==> src/rtl/updtxsch_if.sv <==
// Bundle between the USBPD transmit scheduler and its MCU, protocol-layer, PHY-RX and PHY-TX peers.
// The master modport drives the requests; the slave modport is the scheduler itself.
interface updtxsch_if;
  logic       r_txreq;
  logic [1:0] r_retry;
  logic       r_txnogdcrc;
  logic       prl_idle;
  logic       prl_txreq;
  logic       pid_ccidle;
  logic       prx_gdcrcrcvd;
  logic       prx_msgrcvd;
  logic       ptx_ack;
  logic       sch_txreq;
  logic       sch_sel;
  logic       sch_busy;
  logic       sch_txdone;
  logic       sch_txfail;
  logic       sch_txdisc;
  logic [1:0] sch_retrycnt;
  logic [2:0] sch_fsm;

  modport master (
    output r_txreq, r_retry, r_txnogdcrc, prl_idle, prl_txreq, pid_ccidle,
           prx_gdcrcrcvd, prx_msgrcvd, ptx_ack,
    input  sch_txreq, sch_sel, sch_busy, sch_txdone, sch_txfail, sch_txdisc,
           sch_retrycnt, sch_fsm
  );

  modport slave (
    input  r_txreq, r_retry, r_txnogdcrc, prl_idle, prl_txreq, pid_ccidle,
           prx_gdcrcrcvd, prx_msgrcvd, ptx_ack,
    output sch_txreq, sch_sel, sch_busy, sch_txdone, sch_txfail, sch_txdisc,
           sch_retrycnt, sch_fsm
  );
endinterface

==> src/rtl/updtxsch.sv <==
// USBPD transmit scheduler: arbitrates PHY-TX between MCU messages and protocol-layer responses,
// and runs the MCU message through CC-idle wait, transmit, GoodCRC wait and retries.
module updtxsch #(
  parameter int unsigned CRCTO_CYC = 11000,
  parameter int unsigned TMR_W     = 14
) (
  input logic        clk_i,
  input logic        srst_i,
  updtxsch_if.slave  bus
);

  typedef enum logic [2:0] {
    S_IDLE = 3'd0,
    S_PRL  = 3'd1,
    S_WIDL = 3'd2,
    S_MTX  = 3'd3,
    S_WCRC = 3'd4
  } state_e;

  localparam logic [TMR_W-1:0] TMR_LOAD = TMR_W'(CRCTO_CYC - 1);
  localparam logic [TMR_W-1:0] TMR_ZERO = {TMR_W{1'b0}};
  localparam logic [TMR_W-1:0] TMR_ONE  = {{(TMR_W-1){1'b0}}, 1'b1};

  state_e           state_q, state_d;
  logic             pend_q, pend_d;
  logic [1:0]       retry_q, retry_d;
  logic [TMR_W-1:0] tmr_q, tmr_d;
  logic             txreq_q, txreq_d;
  logic             done_q, done_d;
  logic             fail_q, fail_d;
  logic             disc_q, disc_d;
  logic             busy;
  logic             accept;

  // A pending request counts as busy even during the one IDLE cycle before it resumes.
  assign busy   = pend_q | (state_q == S_WIDL) | (state_q == S_MTX) | (state_q == S_WCRC);
  assign accept = bus.r_txreq & ~busy;

  // State and status registers.
  always_ff @(posedge clk_i) begin
    if (srst_i) begin
      state_q <= S_IDLE;
      pend_q  <= 1'b0;
      retry_q <= 2'd0;
      tmr_q   <= TMR_ZERO;
      txreq_q <= 1'b0;
      done_q  <= 1'b0;
      fail_q  <= 1'b0;
      disc_q  <= 1'b0;
    end else begin
      state_q <= state_d;
      pend_q  <= pend_d;
      retry_q <= retry_d;
      tmr_q   <= tmr_d;
      txreq_q <= txreq_d;
      done_q  <= done_d;
      fail_q  <= fail_d;
      disc_q  <= disc_d;
    end
  end

  // Next-state and status-pulse decode.
  always_comb begin
    state_d = state_q;
    pend_d  = pend_q;
    retry_d = retry_q;
    tmr_d   = tmr_q;
    txreq_d = 1'b0;
    done_d  = 1'b0;
    fail_d  = 1'b0;
    disc_d  = 1'b0;
    case (state_q)
      S_IDLE: begin
        if (!bus.prl_idle) begin
          state_d = S_PRL;
          pend_d  = pend_q | accept;
          retry_d = accept ? 2'd0 : retry_q;
        end else if (accept || pend_q) begin
          state_d = S_WIDL;
          pend_d  = 1'b0;
          retry_d = accept ? 2'd0 : retry_q;
        end else begin
          state_d = S_IDLE;
        end
      end
      S_PRL: begin
        pend_d  = pend_q | accept;
        retry_d = accept ? 2'd0 : retry_q;
        if (bus.prl_idle) begin
          state_d = S_IDLE;
        end else begin
          state_d = S_PRL;
        end
      end
      S_WIDL: begin
        if (bus.prx_msgrcvd) begin
          state_d = S_IDLE;
          disc_d  = 1'b1;
          pend_d  = 1'b0;
        end else if (!bus.prl_idle) begin
          state_d = S_PRL;
          pend_d  = 1'b1;
        end else if (bus.pid_ccidle) begin
          state_d = S_MTX;
          txreq_d = 1'b1;
        end else begin
          state_d = S_WIDL;
        end
      end
      S_MTX: begin
        if (bus.ptx_ack && bus.r_txnogdcrc) begin
          state_d = S_IDLE;
          done_d  = 1'b1;
        end else if (bus.ptx_ack) begin
          state_d = S_WCRC;
          tmr_d   = TMR_LOAD;
        end else begin
          state_d = S_MTX;
        end
      end
      S_WCRC: begin
        if (bus.prx_gdcrcrcvd) begin
          state_d = S_IDLE;
          done_d  = 1'b1;
        end else if (bus.prx_msgrcvd) begin
          state_d = S_IDLE;
          disc_d  = 1'b1;
        end else if (tmr_q == TMR_ZERO) begin
          // >= rather than == so a lowered r_retry still terminates.
          if (retry_q >= bus.r_retry) begin
            state_d = S_IDLE;
            fail_d  = 1'b1;
          end else begin
            state_d = S_WIDL;
            retry_d = (retry_q == 2'd3) ? 2'd3 : (retry_q + 2'd1);
          end
        end else begin
          tmr_d = tmr_q - TMR_ONE;
        end
      end
      default: begin
        state_d = S_IDLE;
        pend_d  = 1'b0;
      end
    endcase
  end

  assign bus.sch_txreq    = (state_q == S_PRL) ? bus.prl_txreq : txreq_q;
  assign bus.sch_sel      = (state_q == S_PRL);
  assign bus.sch_busy     = busy;
  assign bus.sch_txdone   = done_q;
  assign bus.sch_txfail   = fail_q;
  assign bus.sch_txdisc   = disc_q;
  assign bus.sch_retrycnt = retry_q;
  assign bus.sch_fsm      = state_q;

endmodule

==> src/flat_wrapper.sv <==
// flat-port wrapper written by rule: the top's interface ports become plain ports
module updtxsch_flat 
#(
  parameter int unsigned CRCTO_CYC = 11000,
  parameter int unsigned TMR_W     = 14
)
  (clk_i, srst_i, bus_r_txreq, bus_r_retry, bus_r_txnogdcrc, bus_prl_idle, bus_prl_txreq, bus_pid_ccidle, bus_prx_gdcrcrcvd, bus_prx_msgrcvd, bus_ptx_ack, bus_sch_txreq, bus_sch_sel, bus_sch_busy, bus_sch_txdone, bus_sch_txfail, bus_sch_txdisc, bus_sch_retrycnt, bus_sch_fsm);
  updtxsch_if bus_i ();
  input logic clk_i;
  input logic srst_i;
  input wire logic [$bits(bus_i.r_txreq)-1:0] bus_r_txreq;
  input wire logic [$bits(bus_i.r_retry)-1:0] bus_r_retry;
  input wire logic [$bits(bus_i.r_txnogdcrc)-1:0] bus_r_txnogdcrc;
  input wire logic [$bits(bus_i.prl_idle)-1:0] bus_prl_idle;
  input wire logic [$bits(bus_i.prl_txreq)-1:0] bus_prl_txreq;
  input wire logic [$bits(bus_i.pid_ccidle)-1:0] bus_pid_ccidle;
  input wire logic [$bits(bus_i.prx_gdcrcrcvd)-1:0] bus_prx_gdcrcrcvd;
  input wire logic [$bits(bus_i.prx_msgrcvd)-1:0] bus_prx_msgrcvd;
  input wire logic [$bits(bus_i.ptx_ack)-1:0] bus_ptx_ack;
  output wire logic [$bits(bus_i.sch_txreq)-1:0] bus_sch_txreq;
  output wire logic [$bits(bus_i.sch_sel)-1:0] bus_sch_sel;
  output wire logic [$bits(bus_i.sch_busy)-1:0] bus_sch_busy;
  output wire logic [$bits(bus_i.sch_txdone)-1:0] bus_sch_txdone;
  output wire logic [$bits(bus_i.sch_txfail)-1:0] bus_sch_txfail;
  output wire logic [$bits(bus_i.sch_txdisc)-1:0] bus_sch_txdisc;
  output wire logic [$bits(bus_i.sch_retrycnt)-1:0] bus_sch_retrycnt;
  output wire logic [$bits(bus_i.sch_fsm)-1:0] bus_sch_fsm;
  assign bus_i.r_txreq = bus_r_txreq;
  assign bus_i.r_retry = bus_r_retry;
  assign bus_i.r_txnogdcrc = bus_r_txnogdcrc;
  assign bus_i.prl_idle = bus_prl_idle;
  assign bus_i.prl_txreq = bus_prl_txreq;
  assign bus_i.pid_ccidle = bus_pid_ccidle;
  assign bus_i.prx_gdcrcrcvd = bus_prx_gdcrcrcvd;
  assign bus_i.prx_msgrcvd = bus_prx_msgrcvd;
  assign bus_i.ptx_ack = bus_ptx_ack;
  assign bus_sch_txreq = bus_i.sch_txreq;
  assign bus_sch_sel = bus_i.sch_sel;
  assign bus_sch_busy = bus_i.sch_busy;
  assign bus_sch_txdone = bus_i.sch_txdone;
  assign bus_sch_txfail = bus_i.sch_txfail;
  assign bus_sch_txdisc = bus_i.sch_txdisc;
  assign bus_sch_retrycnt = bus_i.sch_retrycnt;
  assign bus_sch_fsm = bus_i.sch_fsm;
  updtxsch #(.CRCTO_CYC(CRCTO_CYC), .TMR_W(TMR_W)) u_core (.clk_i(clk_i), .srst_i(srst_i), .bus(bus_i));
endmodule
==> config.mk <==
export PLATFORM = sky130hd
export DESIGN_NAME = updtxsch_flat
export DESIGN_NICKNAME = d
export VERILOG_FILES = /design/src/rtl/updtxsch_if.sv /design/src/rtl/updtxsch.sv /design/src/flat_wrapper.sv
export SDC_FILE = /design/constraint.sdc
export NUM_CORES = 1
export LEC_CHECK = 0
export ABC_AREA = 1
export CORE_ASPECT_RATIO = 0.6
export CORE_MARGIN = 2
export CORE_UTILIZATION = 45
export CTS_CLUSTER_DIAMETER = 50
export DETAILED_ROUTE_END_ITERATION = 10
export PLACE_DENSITY = 0.71
export SYNTH_ARGS = -nofsm -noshare
export SYNTH_HDL_FRONTEND = slang
export SYNTH_SLANG_ARGS = --single-unit
==> constraint.sdc <==
create_clock -name clk_i -period 1.37 [get_ports clk_i]
set_input_delay 0.3425 -clock clk_i [delete_from_list [all_inputs] [get_ports clk_i]]
set_output_delay 0.3425 -clock clk_i [all_outputs]
set_load 0.005 [all_outputs]
After elaboration in Yosys (flattened, before gate mapping)

Index checks and enable logic that the tools add are counted.
Widths: inputs -> output; s select.

Add/subtract/negate cells: 2
Magnitude comparators: 1
Equality and inequality tests: 15
Muxes and demuxes: 42
Bitwise operators: 11
Reductions and logical operators: 12

Operators by type and width:

| cell                  | count |
|---|---|
| $mux 14               | 5 |
| $pmux 14 s2           | 1 |
| $mux 3                | 8 |
| $mux 2                | 10 |
| $pmux 3 s5            | 1 |
| $logic_not 14->1      | 1 |
| $ne 2x2->1 const B    | 7 |
| $sub 14x1->14 const B | 1 |
| $mux 1                | 13 |
| $reduce_and 6->1      | 2 |
| $eq 3x2->1 const B    | 2 |
| $not 1->1             | 6 |
| $pmux 2 s3            | 1 |
| $reduce_or 5->1       | 1 |
| $ne 4x4->1 const B    | 1 |
| $or 1x1->1            | 4 |
| $pmux 1 s2            | 2 |
| $pmux 1 s4            | 1 |
| $reduce_or 4->1       | 1 |
| $eq 3x1->1 const B    | 1 |
| $eq 3x3->1 const B    | 1 |
| $logic_not 3->1       | 1 |
| $ne 3x2->1 const B    | 1 |
| $ne 3x3->1 const B    | 1 |
| 10 further kinds      | 10 |

Register bits after elaboration: 24
Input bits: 12

Logic depth before layout (Yosys ltp)

Depth after elaboration: 10
Gate-level depth with buffers: 12

Worst setup path before layout

Ideal clock, no wire load.

Path kind: flip-flop to output port
Start point: register u_core.state_q[2] (netlist: u_core.bus.sch_fsm[2])
End point: output bus_sch_txreq
Arrival time: 1200 ps
Data required time: 1028 ps
Path slack: -172 ps
Cell stages (with the launch flop): 4
Buffers on the path: 0
Path through: dfxtp_1 or2_2 nor2_1 mux2_2

Cells in the longest elaborated chain, start to end: 2

Ends and longest elaborated chain:

| item                   | line               | RTL |
|---|---|---|
| from (decl)            | updtxsch.sv:24     | `state_e state_q, state_d;` |
| from (signal assigned) | updtxsch.sv:51     | `state_q <= state_d;` |
| $eq 3x1->1             | --                 |  |
| via bus_sch_sel        | flat_wrapper.sv:21 | `output wire logic [$bits(bus_i.sch_sel)-1:0] bus_sch_sel;` |
| $mux 1                 | updtxsch.sv:148    | `assign bus.sch_txreq = (state_q == S_PRL) ? bus.prl_txreq : txreq_q;` |
| to (decl)              | flat_wrapper.sv:20 | `output wire logic [$bits(bus_i.sch_txreq)-1:0] bus_sch_txreq;` |

The timed path passes the listed nets, and every way through them passes these cells.

Worst setup path in the final report

Start point: register u_core.state_q[2] (netlist: u_core.bus.sch_fsm[2])
End point: output bus_sch_txreq

Cells in the longest elaborated chain, start to end: 2

Ends and longest elaborated chain:

| item       | line |
|---|---|
| $eq 3x1->1 | updtxsch.sv:148 |
| $mux 1     | updtxsch.sv:148 |

Every way passes these cells.

==> impl_results.md <==
* Status: finished, violations left
* Critical hold path startpoint: u_core.tmr_q[13]$_SDFFE_PP0P_
* Die Area at between 3000 and 4000 µm²
* Start of the worst register-to-register path: u_core.bus.sch_fsm[1]$_SDFFE_PP0P_
* Sequential area share after synthesis at ~31%
* Count of flip-flops with a built-in enable after synthesis at 0
* Share of power burned in the clock network at between 20% and 30%
* Internal power of the cells at 1.23 mW
* Lkg Pwr at between 1 and 1.5 nW
* Slew Limit Headroom at between 70% and 80%
* Proportion of layout cells with a drive suffix above 1 at between 40 and 50%
* P per Cell Area at approximately 650 nW/µm²
* Number of antenna violations at the first check in global routing at 0
* Top achievable clock speed at ~570 MHz
* Library cell used as clock root buffer: clkbuf_8
* CTS tree: yes
* Leading area contributor after synthesis: dfxtp_1
* Syn Std Cell Area at approximately 1500 µm²
* Count of hold-fix buffers inserted at cts at 0
* Ratio of final minimum period to clock period at 128%
* Floorplan core area at 3260 µm²
* TritonCTS Buffers at 3
* Clock period minus final worst setup slack at around 1.7 ns
* Global-route wire length before repair at 9800 µm
* Count of unique library cells instantiated by Yosys at 31
* Most numerous cell in the Yosys netlist: nand2_1
* Worst-margin pin slew at 0.369 ns
* Vias/cell at roughly 5.8
* Unrepaired setup endpoints after global routing: true
* Maximum clock path buffer count at 2
* Die Y at 49.4 µm
* Worst-skew pair later-pin latency at roughly 0.28 ns
* Post-route cell area at between 2000 and 3000 µm²
* Fraction of registers with async set or reset after synthesis at 0%
* Class of the most critical setup path: flop to output pin
* Max_cap viols at 0
* Final std cells w/o fill at 376
* Endpoint of the lowest-slack register-to-register path: u_core.pend_q$_SDFFE_PP0P_
* Syn. warnings at 0
* Worst Hold Depth at 2
* HPWL after detailed placement at ~3500 µm
* Critical path required time at around 1 ns
* Total grt overflow at 0
* Post-route clock skew at between 0.003 and 0.004 ns
* Count of placed standard cells including taps at 355
* Post-detailed-route count of antenna-violating nets at 0
* FF+latch count, synth at 24
* Via total after detailed routing at about 2200
* Synth Net Count at around 250
* Slack of the worst reg-to-reg path at -0.30 ns
* Total clock sinks at 24
* Setup crit start kind: flop
* Most frequent cells after synthesis: nand2_1 (55), nor2_1 (31), inv_1 (29)
* CTS clock-pin slew for the worst setup and hold paths at around 0.10 ns
* Crit-path max FO at 2
* PortBufs at 22
* Min Hold Slack at 0.487 ns
* GRT Util Overall at 33.3%
* Hold WC Path Type: flop to flop
* Type of element capturing the critical path: output pin
* Number of standard cells after synthesis at roughly 230
* VDD IR-drop max at between 400 and 500 µV
* Highest-delay cell along the critical path: dfxtp_2
* Detailed router's first-iteration violation count at 183
* Final weighted congestion in routability-driven placement at roughly 0.90
* Num rows at 16
* Most used flip-flop cell after synthesis: dfxtp_1
* CP max stage delay at 0.34 ns
* Worst-path cell chain: or2_4, nor2_4, mux2_4, buf_6
* Worst Hold Endpoint: u_core.tmr_q[13]$_SDFFE_PP0P_
* Ranking of synthesized cells by area: dfxtp_1 (31%), nand2_1 (13%), nor2_1 (7.5%), inv_1 (7.0%), nand3_1 (6.5%)
* I/O pin total at 23
* Number of inserted diodes at 0
* Slew Limit Fails at 0
* Initial core utilization at between 40 and 50%
* Floorplan die width at around 80 µm
* Fraction of power consumed by sequential logic at between 40% and 50%
* Number of global-route vias before repair at approximately 2000
* Switch Pwr at about 0.56 mW
* Fraction of post-synthesis cell area in the top cell type by area at 31.0%
* Violations in the final reports: setup timing
* Routed WL per cell at ~18 µm
* Post-detailed-placement cell area at roughly 2300 µm²
* Routed wire length at roughly 6800 µm
* 1st-pass router iterations at 7
* Area delta synth->final at 78.2%
* Final setup viols at 25
* Depth of the most critical reg-to-reg path at 11
* Post-route DRC violation count at 0
* Combinational Power Share at a little under a third
* Worst slack after detailed placement at -0.510 ns
* Switching Fraction at between 30% and 40%
* Layout Nets at between 300 and 400
* Maximum number of pins on one net before global-route repair at 14
* H-tree levels at 1
* Syn avg cell area at 6.64 µm²
* Number of hold-slack violations in the final timing report at 0
* Final worst-path setup slack at -0.380 ns
* Arrival time worst endpoint at approximately 1.4 ns
==> power by group through the flow <==
stage	logic, mW	registers, mW	clock network (mW)
final	0.538	0.731	0.524
after CTS	0.468	0.727	0.518
after global placement	0.396	0.740	0
after detailed placement	0.404	0.741	0
after floorplan	0.178	0.744	0
after global routing	0.570	0.731	0.547
==> metal layers <==
layer  up-vias  track usage [%]  part of all wire [%]
li1        945                -                     -
met1       992             42.6                    38
met2       171             50.6                    43
met3        64             11.3                    12
met4         0             15.5                   7.4
met5         -                0                     0
==> per-stage QoR <==
stage          TNS (ns)  power (mW)  utilization [%]
6_report          -5.05        1.79             84.5
5_1_grt           -6.16        1.85             84.5
4_1_cts           -2.82        1.71             82.7
3_5_place_dp      -9.42        1.15             70.3
3_3_place_gp      -8.95        1.14             70.3
2_1_floorplan  -0.00622       0.922                -
==> worst max-delay path: cells and delay by family, from the launching register on <==
family        cells  cell delay (ns)
buf+inv           1             0.11
mux               1             0.31
flops             1             0.34
simple gates      2             0.37
==> cell type report <==
cell class              count  area, µm²
flip-flops and latches     24        488
well taps                  45       56.3
repair buffers             96        826
repair inverters            1       11.3
fillers                   168        505
inverters                  32        138
clock buffers               4       55.1
multi-input cells         174       1180
==> worst max path at each step <==
stage | start | to | slack, ns
floorplan | u_core.bus.sch_fsm[1]$_SDFFE_PP0P_ | bus_sch_txreq | -0.006
global placement | bus_r_retry[1] | u_core.bus.sch_retrycnt[1]$_SDFFE_PP0P_ | -0.45
detailed placement | bus_r_retry[1] | u_core.bus.sch_retrycnt[0]$_SDFFE_PP0P_ | -0.51
CTS | u_core.bus.sch_fsm[2]$_SDFFE_PP0P_ | bus_sch_txreq | -0.36
global route | u_core.bus.sch_fsm[2]$_SDFFE_PP0P_ | bus_sch_txreq | -0.41
finish | u_core.bus.sch_fsm[2]$_SDFFE_PP0P_ | bus_sch_txreq | -0.38
==> what timing repair did <==
| item | 4_1_cts | 5_1_grt |
|---|---|---|
| pin swaps | 28 | 11 |
| resized for setup | 95 | 16 |
| setup endpoints to repair | 32 | 28 |
| setup buffers | 12 | 4 |
| cloned | 3 | 0 |
==> state kept, by name, summed over array words and instances, names as in the netlist <==
register	flops
u_core.bus.sch_fsm	3
u_core.tmr_q	14
u_core.bus.sch_txdone	1
u_core.pend_q	1
u_core.bus.sch_txdisc	1
u_core.bus.sch_txfail	1
u_core.txreq_q	1
u_core.bus.sch_retrycnt	2
==> cell usage in the layout, fill, tap and decap left out, types with 4 or more instances in the layout <==
cell type / n
dlygate4sd2_1: 6
inv_1: 24
nand4_1: 8
buf_2: 4
buf_6: 14
nand3_2: 5
dfxtp_1: 18
nand2_8: 4
inv_2: 4
clkdlybuf4s50_1: 10
nand3_1: 13
o21ai_0: 5
a21oi_2: 11
nand2_2: 10
nor2_4: 7
clkbuf_8: 4
dfxtp_2: 6
nor2_1: 22
o21ai_2: 4
nand2_1: 44
nor2_2: 6
buf_4: 59
a21oi_1: 8
nand2_4: 7
==> kinds of logic (layout without fill, tap and decap cells) <==
kind of cell / Yosys count / in the layout / synth area share, %
XOR/XNOR: 4 / 4 / 2.26
adder cells (fa/ha/maj): 4 / 4 / 3.23
AND/OR/NAND/NOR: 132 / 134 / 39.2
buffers and inverters: 37 / 133 / 10.9
flip-flops: 24 / 24 / 31.0
AO/OA/AOI/OAI: 31 / 31 / 12.6
multiplexers: 1 / 1 / 0.728
No activity file was read; power rests on OpenSTA's default activity.
